$ cat config.mk
export PLATFORM = sky130hd
export DESIGN_NAME = stream_mux_rr
export DESIGN_NICKNAME = d
export VERILOG_FILES = /design/src/rtl/stream_mux_pkg.sv /design/src/rtl/stream_mux_rr_arbiter.sv /design/src/rtl/stream_mux_rr.sv
export SDC_FILE = /design/constraint.sdc
export NUM_CORES = 1
export LEC_CHECK = 0
export BUFFER_PORTS_ARGS = -buffer_cell sky130_fd_sc_hd__buf_2
export CORE_UTILIZATION = 47
export DETAILED_ROUTE_END_ITERATION = 16
export PLACE_DENSITY = 0.82
export SLEW_MARGIN = 40
export SYNTH_ARGS = -nofsm -noshare
export SYNTH_HDL_FRONTEND = slang
export SYNTH_SLANG_ARGS = --single-unit
$ cat constraint.sdc
create_clock -name clk -period 3.1 [get_ports clk]
set_input_delay 0.155 -clock clk [delete_from_list [all_inputs] [get_ports clk]]
set_output_delay 0.155 -clock clk [all_outputs]
set_load 0.05 [all_outputs]
$ cat src/rtl/stream_mux_pkg.sv
// Shared types for the round-robin stream multiplexer.
package stream_mux_pkg;

    typedef enum logic {
        MODE_STATIC = 1'b0,
        MODE_RR     = 1'b1
    } mux_mode_e;

endpackage

$ cat src/rtl/stream_mux_rr_arbiter.sv
// Combinational grant logic: static pick of sel, or first requester at/after ptr with wrap.
module rr_arbiter
    import stream_mux_pkg::*;
#(
    parameter  int NUM_CH = 4,
    localparam int CH_W   = $clog2(NUM_CH)
) (
    input  logic [NUM_CH-1:0] req,
    input  logic [CH_W-1:0]   ptr,
    input  mux_mode_e         mode,
    input  logic [CH_W-1:0]   sel,
    output logic [NUM_CH-1:0] grant,
    output logic [CH_W-1:0]   grant_idx
);

    localparam int unsigned NUM_CH_U = NUM_CH;

    logic        found;
    int unsigned idx;

    always_comb begin
        grant     = '0;
        grant_idx = '0;
        found     = 1'b0;
        idx       = 0;
        if (mode == MODE_RR) begin
            for (int unsigned k = 0; k < NUM_CH_U; k++) begin
                idx = (32'(ptr) + k) % NUM_CH_U;
                if (!found && req[idx]) begin
                    found          = 1'b1;
                    grant[idx]     = 1'b1;
                    grant_idx      = CH_W'(idx);
                end
            end
        end else begin
            // Compare against each legal index so sel >= NUM_CH never indexes out of range.
            for (int unsigned i = 0; i < NUM_CH_U; i++) begin
                if (sel == CH_W'(i) && req[i]) begin
                    grant[i]  = 1'b1;
                    grant_idx = CH_W'(i);
                end
            end
        end
    end

endmodule

$ cat src/rtl/stream_mux_rr.sv
// N-channel valid/ready stream mux with static or round-robin selection and a registered output.
module stream_mux_rr
    import stream_mux_pkg::*;
#(
    parameter  int NUM_CH = 4,
    parameter  int WIDTH  = 4,
    localparam int CH_W   = $clog2(NUM_CH)
) (
    input  logic                    clk,
    input  logic                    rst_n,
    input  mux_mode_e               mode,
    input  logic [CH_W-1:0]         sel,
    input  logic [NUM_CH-1:0]       in_valid,
    input  logic [NUM_CH*WIDTH-1:0] in_data,
    output logic [NUM_CH-1:0]       in_ready,
    output logic                    out_valid,
    output logic [WIDTH-1:0]        out_data,
    output logic [CH_W-1:0]         out_ch,
    input  logic                    out_ready
);

    localparam int unsigned NUM_CH_U = NUM_CH;

    logic [NUM_CH-1:0] grant;
    logic [CH_W-1:0]   grant_idx;
    logic [WIDTH-1:0]  sel_data;
    logic              can_load;
    logic              handshake;

    logic              out_valid_q, out_valid_d;
    logic [WIDTH-1:0]  out_data_q,  out_data_d;
    logic [CH_W-1:0]   out_ch_q,    out_ch_d;
    logic [CH_W-1:0]   ptr_q,       ptr_d;

    rr_arbiter #(.NUM_CH(NUM_CH)) u_arb (
        .req       (in_valid),
        .ptr       (ptr_q),
        .mode      (mode),
        .sel       (sel),
        .grant     (grant),
        .grant_idx (grant_idx)
    );

    always_comb begin
        sel_data = '0;
        for (int unsigned i = 0; i < NUM_CH_U; i++) begin
            if (grant_idx == CH_W'(i)) sel_data = in_data[i*WIDTH +: WIDTH];
        end
    end

    assign can_load  = !out_valid_q || out_ready;
    assign in_ready  = (rst_n && can_load) ? grant : '0;
    assign handshake = |(in_valid & in_ready);

    always_comb begin
        out_valid_d = out_valid_q;
        out_data_d  = out_data_q;
        out_ch_d    = out_ch_q;
        ptr_d       = ptr_q;
        if (handshake) begin
            out_valid_d = 1'b1;
            out_data_d  = sel_data;
            out_ch_d    = grant_idx;
            if (mode == MODE_RR)
                ptr_d = (grant_idx == CH_W'(NUM_CH - 1)) ? '0 : grant_idx + 1'b1;
        end else if (out_ready) begin
            out_valid_d = 1'b0;
        end
    end

    always_ff @(posedge clk or negedge rst_n) begin
        if (!rst_n) begin
            out_valid_q <= 1'b0;
            out_data_q  <= '0;
            out_ch_q    <= '0;
            ptr_q       <= '0;
        end else begin
            out_valid_q <= out_valid_d;
            out_data_q  <= out_data_d;
            out_ch_q    <= out_ch_d;
            ptr_q       <= ptr_d;
        end
    end

    assign out_valid = out_valid_q;
    assign out_data  = out_data_q;
    assign out_ch    = out_ch_q;

endmodule

# After elaboration in Yosys (flattened, before gate mapping)
# Cells that the tools add are included.
[totals]
in_bits = 26
ff_bits = 9
out_inout_bits = 11
wordCells = 98
[op_classes]
n_lt_le_gt_ge = 8
n_addsub = 4
reduce_logical = 22
n_eq_ne = 6
bitwise = 4
mux = 50
[ops]
columns = ["operator", "n"]
rows = [
  ["4-bit 2-to-1 mux", 13],
  ["1-bit 2-to-1 mux", 21],
  ["2-bit 2-to-1 mux", 8],
  ["1-bit logical AND", 12],
  ["2-bit by 3-bit less-than comparator with 1-bit output, second input constant", 4],
  ["4-bit bitwise OR", 3],
  ["1-bit binary-select mux with 2-bit select", 4],
  ["1-bit demux with 2-bit select", 4],
  ["2-bit == test, second input constant", 4],
  ["2-bit by 1-bit greater-or-equal comparator with 1-bit output, second input constant", 4],
  ["2-bit by 1-bit adder with 2-bit output, second input constant", 2],
  ["2-bit adder, second input constant", 2],
  ["4-bit AND", 1],
  ["2-bit by 1-bit == test with 1-bit output, second input constant", 2],
  ["1-bit logical NOT", 4],
  ["2-bit logical NOT", 2],
  ["4-bit OR reduction", 1],
  ["2-bit AND reduction", 1],
  ["2-bit nonzero test", 1],
  ["1-bit logical OR", 1],
]

# Longest topological paths before layout
[depth]
word_depth = 21
ltp_mapped = 16
depth_no_buf = 14

# Hierarchy
# A second synthesis with hierarchy kept.
[hier_totals]
cells_unflattened = 110
hier_area_um2 = 1108.6
[by_module_without_submodules]
columns = ["mod", "cells_each", "area_per_inst_um2", "instances"]
rows = [
  ["stream_mux_rr", 53, 575.6, 1],
  ["rr_arbiter", 57, 533.0, 1],
]

# Least setup slack after synthesis
# No wires, ideal clock.
[synth_path]
path_kind = "register -> output"
start = "reg ptr_q[0]"
end = "out in_ready[0]"
path_slack_ns = -0.397
t_required_ns = 2.945
n_path_buf = 2
stages_incl_launch_ff = 9
arrival_time_ns = 3.342
cell_sequence = "dfrtp_1 > buf_6 > inv_1 > ha_1 > buf_6 > mux4_2 > nor3b_4 > a21boi_0 > a311oi_1"
[synth_via]
elab_chain_cells = 17
elab_cells_between_ends = 55
classes_between = "add/sub: 3; order compare: 8; mux: 31; bitwise: 3; reduce/logical: 10"
[synth_rtl]
columns = ["item", "line_no", "source"]
rows = [
  ["start: declaration", "stream_mux_rr.sv:33", "logic [CH_W-1:0] ptr_q, ptr_d;"],
  ["start signal: assignment", "stream_mux_rr.sv:81", "ptr_q <= ptr_d;"],
  ["parallel branches: the longest is 14 deep, another holds 2-bit by 3-bit less-than comparator with 1-bit output", "-", ""],
  ["4-bit 2-to-1 mux *", "stream_mux_rr_arbiter.sv:29", "if (!found && req[idx]) begin"],
  ["4-bit 2-to-1 mux *", "stream_mux_rr_arbiter.sv:26", "if (mode == MODE_RR) begin"],
  ["4-bit 2-to-1 mux *", "stream_mux_rr.sv:52", "assign in_ready = (rst_n && can_load) ? grant : '0;"],
  ["end: declaration", "stream_mux_rr.sv:15", "output logic [NUM_CH-1:0] in_ready,"],
]
# Mark *: on every way between the ends. The select of a mux whose other input is x is not followed.

# Final worst setup path
[layout_path]
start = "reg ptr_q[0]"
end = "reg out_data_q[2] (netlist: out_data[2])"
[layout_via]
elab_chain_cells = 21
elab_cells_between_ends = 70
classes_between = "add/sub: 3; order compare: 8; eq/ne: 3; mux: 40; bitwise: 4; reduce/logical: 12"
[layout_rtl]
columns = ["item", "line_no", "source"]
rows = [
  ["1-bit binary-select mux with 2-bit select", "stream_mux_rr_arbiter.sv:29", ""],
  ["1-bit 2-to-1 mux (implied by the code)", "stream_mux_rr_arbiter.sv:29", ""],
  ["1-bit 2-to-1 mux", "stream_mux_rr_arbiter.sv:29", ""],
  ["1-bit 2-to-1 mux", "stream_mux_rr_arbiter.sv:26", ""],
  ["1-bit logical NOT", "stream_mux_rr_arbiter.sv:29", ""],
  ["1-bit logical AND", "stream_mux_rr_arbiter.sv:29", ""],
  ["1-bit 2-to-1 mux", "stream_mux_rr_arbiter.sv:29", ""],
  ["1-bit 2-to-1 mux", "stream_mux_rr_arbiter.sv:26", ""],
  ["[... 4 more ...]", "-", ""],
  ["1-bit logical NOT", "stream_mux_rr_arbiter.sv:29", ""],
  ["1-bit logical AND", "stream_mux_rr_arbiter.sv:29", ""],
  ["2-bit 2-to-1 mux *", "stream_mux_rr_arbiter.sv:29", ""],
  ["2-bit 2-to-1 mux *", "stream_mux_rr_arbiter.sv:26", ""],
  ["named net grant_idx[0]", "stream_mux_rr.sv:25", "logic [CH_W-1:0] grant_idx;"],
  ["2-bit logical NOT", "stream_mux_rr.sv:47", "if (grant_idx == CH_W'(i)) sel_data = in_data[i*WIDTH +: WIDTH];"],
  ["4-bit 2-to-1 mux (3 in a row)", "stream_mux_rr.sv:47", ""],
  ["4-bit 2-to-1 mux *", "stream_mux_rr.sv:47", ""],
  ["end signal: assignment", "stream_mux_rr.sv:79", "out_data_q <= out_data_d;"],
  ["end: declaration", "stream_mux_rr.sv:31", "logic [WIDTH-1:0] out_data_q, out_data_d;"],
]
# The timed path passes the listed nets; every way through them passes the cells marked *. The select of a mux whose other input is x is not followed.
# A chain may end at the register's enable or synchronous reset.

==> out/results.txt <==
Number of nets with antenna violations after detailed routing: 0
Async SR Flop Fraction: 100%
Vias after detailed routing: 1253
Root buffer cell: clkbuf_4
Area of the mapped netlist: 1250 um^2
Global-route wire length before repair: 4900 um
Sequential fraction of the synthesis area: 18.0%
Fraction of final layout cells sized beyond drive strength 1: 46.4%
Net count after synthesis: 171
Half-perimeter wire length after placement: 2490 um
Primary FF master, synth: dfrtp_1
Clock-pin slew on the worst setup and hold paths: 0.07 ns
Cells after synthesis: 134
Clock tree from TritonCTS: yes
Post-layout instance area: 1610 um^2
Clock buffers created by TritonCTS: 3
Worst reg-to-reg setup slack: 0.13 ns
Run status: finished clean
Overall power of the completed layout: 1.47 mW
Post-detailed-route wirelength per cell: 15.5 um
Vias in the first global route: 1159
End of the worst register-to-register path: out_data[2]
Worst-path fanout max: 14
Post-route clock skew: 0.0101 ns
Total Nets Final: 219
H-tree depth: 1
CP Class: flop to flop
Total power density per cell area: 912 nW/um^2
Unique masters post-synth: 44
Number of I/O pins: 37
DR iter-0 viols: 25
Syn_area_per_cell: 9.34 um^2
Number of max-slew violations in the final report: 0
Cell depth of the worst flop-to-flop path: 12
Number of antenna violations at the first check in global routing: 0
Total DRC errors in the routed layout: 0
Endpoints failing setup: 0
Antenna diode count: 0
VDD IR-drop max: 0.712 mV
Type of element launching the critical path: flop
Die area: 2870 um^2
Routability Congestion: 0.883
Die height: 53.6 um
Maximum clock frequency: 337 MHz
Data arrival, critical path: 3.11 ns
Critical path endpoint category: flop
Hold Path Class: input port to flop
Total negative slack: 0 ns
Leakage power figure: 0.741 nW
Critical R2R Launch: ptr_q[0]
Number of failing hold endpoints at the final stage: 0
All-layer global routing usage: 23.4%
Area fraction of the dominant cell type after synthesis: 18.0%
Later-pin clock latency in the skew report: 0.26 ns
Data required time of the worst path: 3.24 ns
Total of warnings raised by yosys: 0
Total wirelength of the detailed-routed design: 3270 um
Buffers on Ports: 36
Post-synth EDFFs: 0
Leading area contributor after synthesis: dfrtp_1
Via density per instance: 5.94
CTS sink count: 9
Effective utilization at floorplan: 50.1%
Number of flip-flops and latches in the synthesized netlist: 9
Top area cells in the synthesized netlist: dfrtp_1 18%, ha_1 11%, mux2_4 7.2%
Die Span X: 53.6 um
Post-layout min period: 2.97 ns
Critical Path Source: ptr_q[0]
Longest Clk Path Bufs: 2
Post-detailed-placement cell area: 1540 um^2
Final critical-path share of the clock period: 95.7%
Std-Cell Rows: 18
End point of the critical path: out_data[2]
Signed area change from the synthesized netlist to the final layout: 28.9%
Slew at the pin closest to its max-slew limit: 0.448 ns
Slew HR: 69.8%
Most numerous cell in the Yosys netlist: nand2_1
GRT Residual Overflow: 0
Area of the core: 2500 um^2
MaxCap Viol Count: 0
Commonest cells in the synthesized netlist: 14 x nand2_1, 12 x a21oi_1, 12 x o21ai_0
Maximum number of pins on one net before global-route repair: 15
Drt pass-1 iters: 4
cell families after synthesis:
group / after synthesis / share of synthesized area [%]
flip-flops: 9 / 18.0
buffers and inverters: 13 / 5.80
multiplexers: 15 / 17.7
AND/OR/NAND/NOR: 33 / 16.9
adder cells (fa/ha/maj): 11 / 11.0
AO/OA/AOI/OAI: 53 / 30.6
state kept, by name, summed over array words and instances, names as in the netlist:
signal     flops
out_valid      1
out_ch         2
out_data       4
ptr_q          2
worst min path at each step:
stage / start / to / cells after the start
final: out_ready / out_valid / 3
after global routing: out_ready / out_valid / 3
after global placement: rst_n / out_ch[1] / 1
after detailed placement: rst_n / out_data[1] / 1
after floorplan: rst_n / out_ch[0] / 0
after CTS: out_ready / out_valid / 3
report_power, final:
| group | internal, mW | total [mW] | switching (mW) |
|---|---|---|---|
| Sequential | 0.174 | 0.203 | 0.0293 |
| Combinational | 0.501 | 1.18 | 0.675 |
| Clock | 0.0496 | 0.0915 | 0.0419 |
final cells by class:
class                   instances  area (um^2)
inverters                       6         22.5
repair buffers                 50          292
fillers                       203          887
multi-input cells             112         1010
flip-flops and latches          9          226
well taps                      30         37.5
clock buffers                   4         26.3
worst max-delay path: stages (launching register included):
cell,delay [ns]
dfrtp_2,0.41
buf_6,0.15
or3b_4,0.41
a2111oi_4,0.37
or2_4,0.18
o31ai_1,0.06
mux2i_1,0.25
inv_1,0.11
buf_4,0.14
ha_2,0.22
a21oi_1,0.17
o21ai_1,0.09
mux2_4,0.27
placed cells by master, fill, tap and decap left out, types with 4 or more instances in the layout:
| cell type | instances |
|---|---|
| a21oi_1 | 12 |
| a311oi_2 | 4 |
| buf_2 | 36 |
| buf_4 | 12 |
| dfrtp_1 | 8 |
| ha_1 | 8 |
| inv_1 | 6 |
| mux2_4 | 6 |
| nand2_1 | 14 |
| nand3b_1 | 5 |
| o211ai_1 | 4 |
| o21ai_0 | 9 |
| o21ai_1 | 4 |
metrics by stage:
| step | hold WS, ns | util, % | cells | worst slack [ns] |
|---|---|---|---|---|
| after floorplan | -0.141 | - | 134 | 0.000762 |
| after global placement | 0.0234 | 61.5 | 203 | 0.191 |
| after detailed placement | 0.0256 | 61.5 | 203 | 0.112 |
| after CTS | 0.198 | 63.0 | 208 | 0.0901 |
| after global routing | 0.212 | 64.5 | 211 | -0.0301 |
| final | 0.213 | 64.5 | 211 | 0.134 |
routing by layer:
| metal | part of all wire [%] | global-route usage [%] | up-vias |
|---|---|---|---|
| li1 | - | - | 612 |
| met1 | 42 | 27.4 | 596 |
| met4 | 0.95 | 8.77 | 0 |
| met5 | 0 | 0 | - |
| met2 | 54 | 42.5 | 39 |
| met3 | 3.0 | 3.39 | 6 |
repair_timing:
item | CTS | global route
endpoints found under the setup margin | 0 | 4
hold buffers | 1 | 0
resized for setup | 0 | 9
setup buffers | 0 | 3
hold endpoints to repair | 9 | 0
Power figures use the tool's default switching activity.
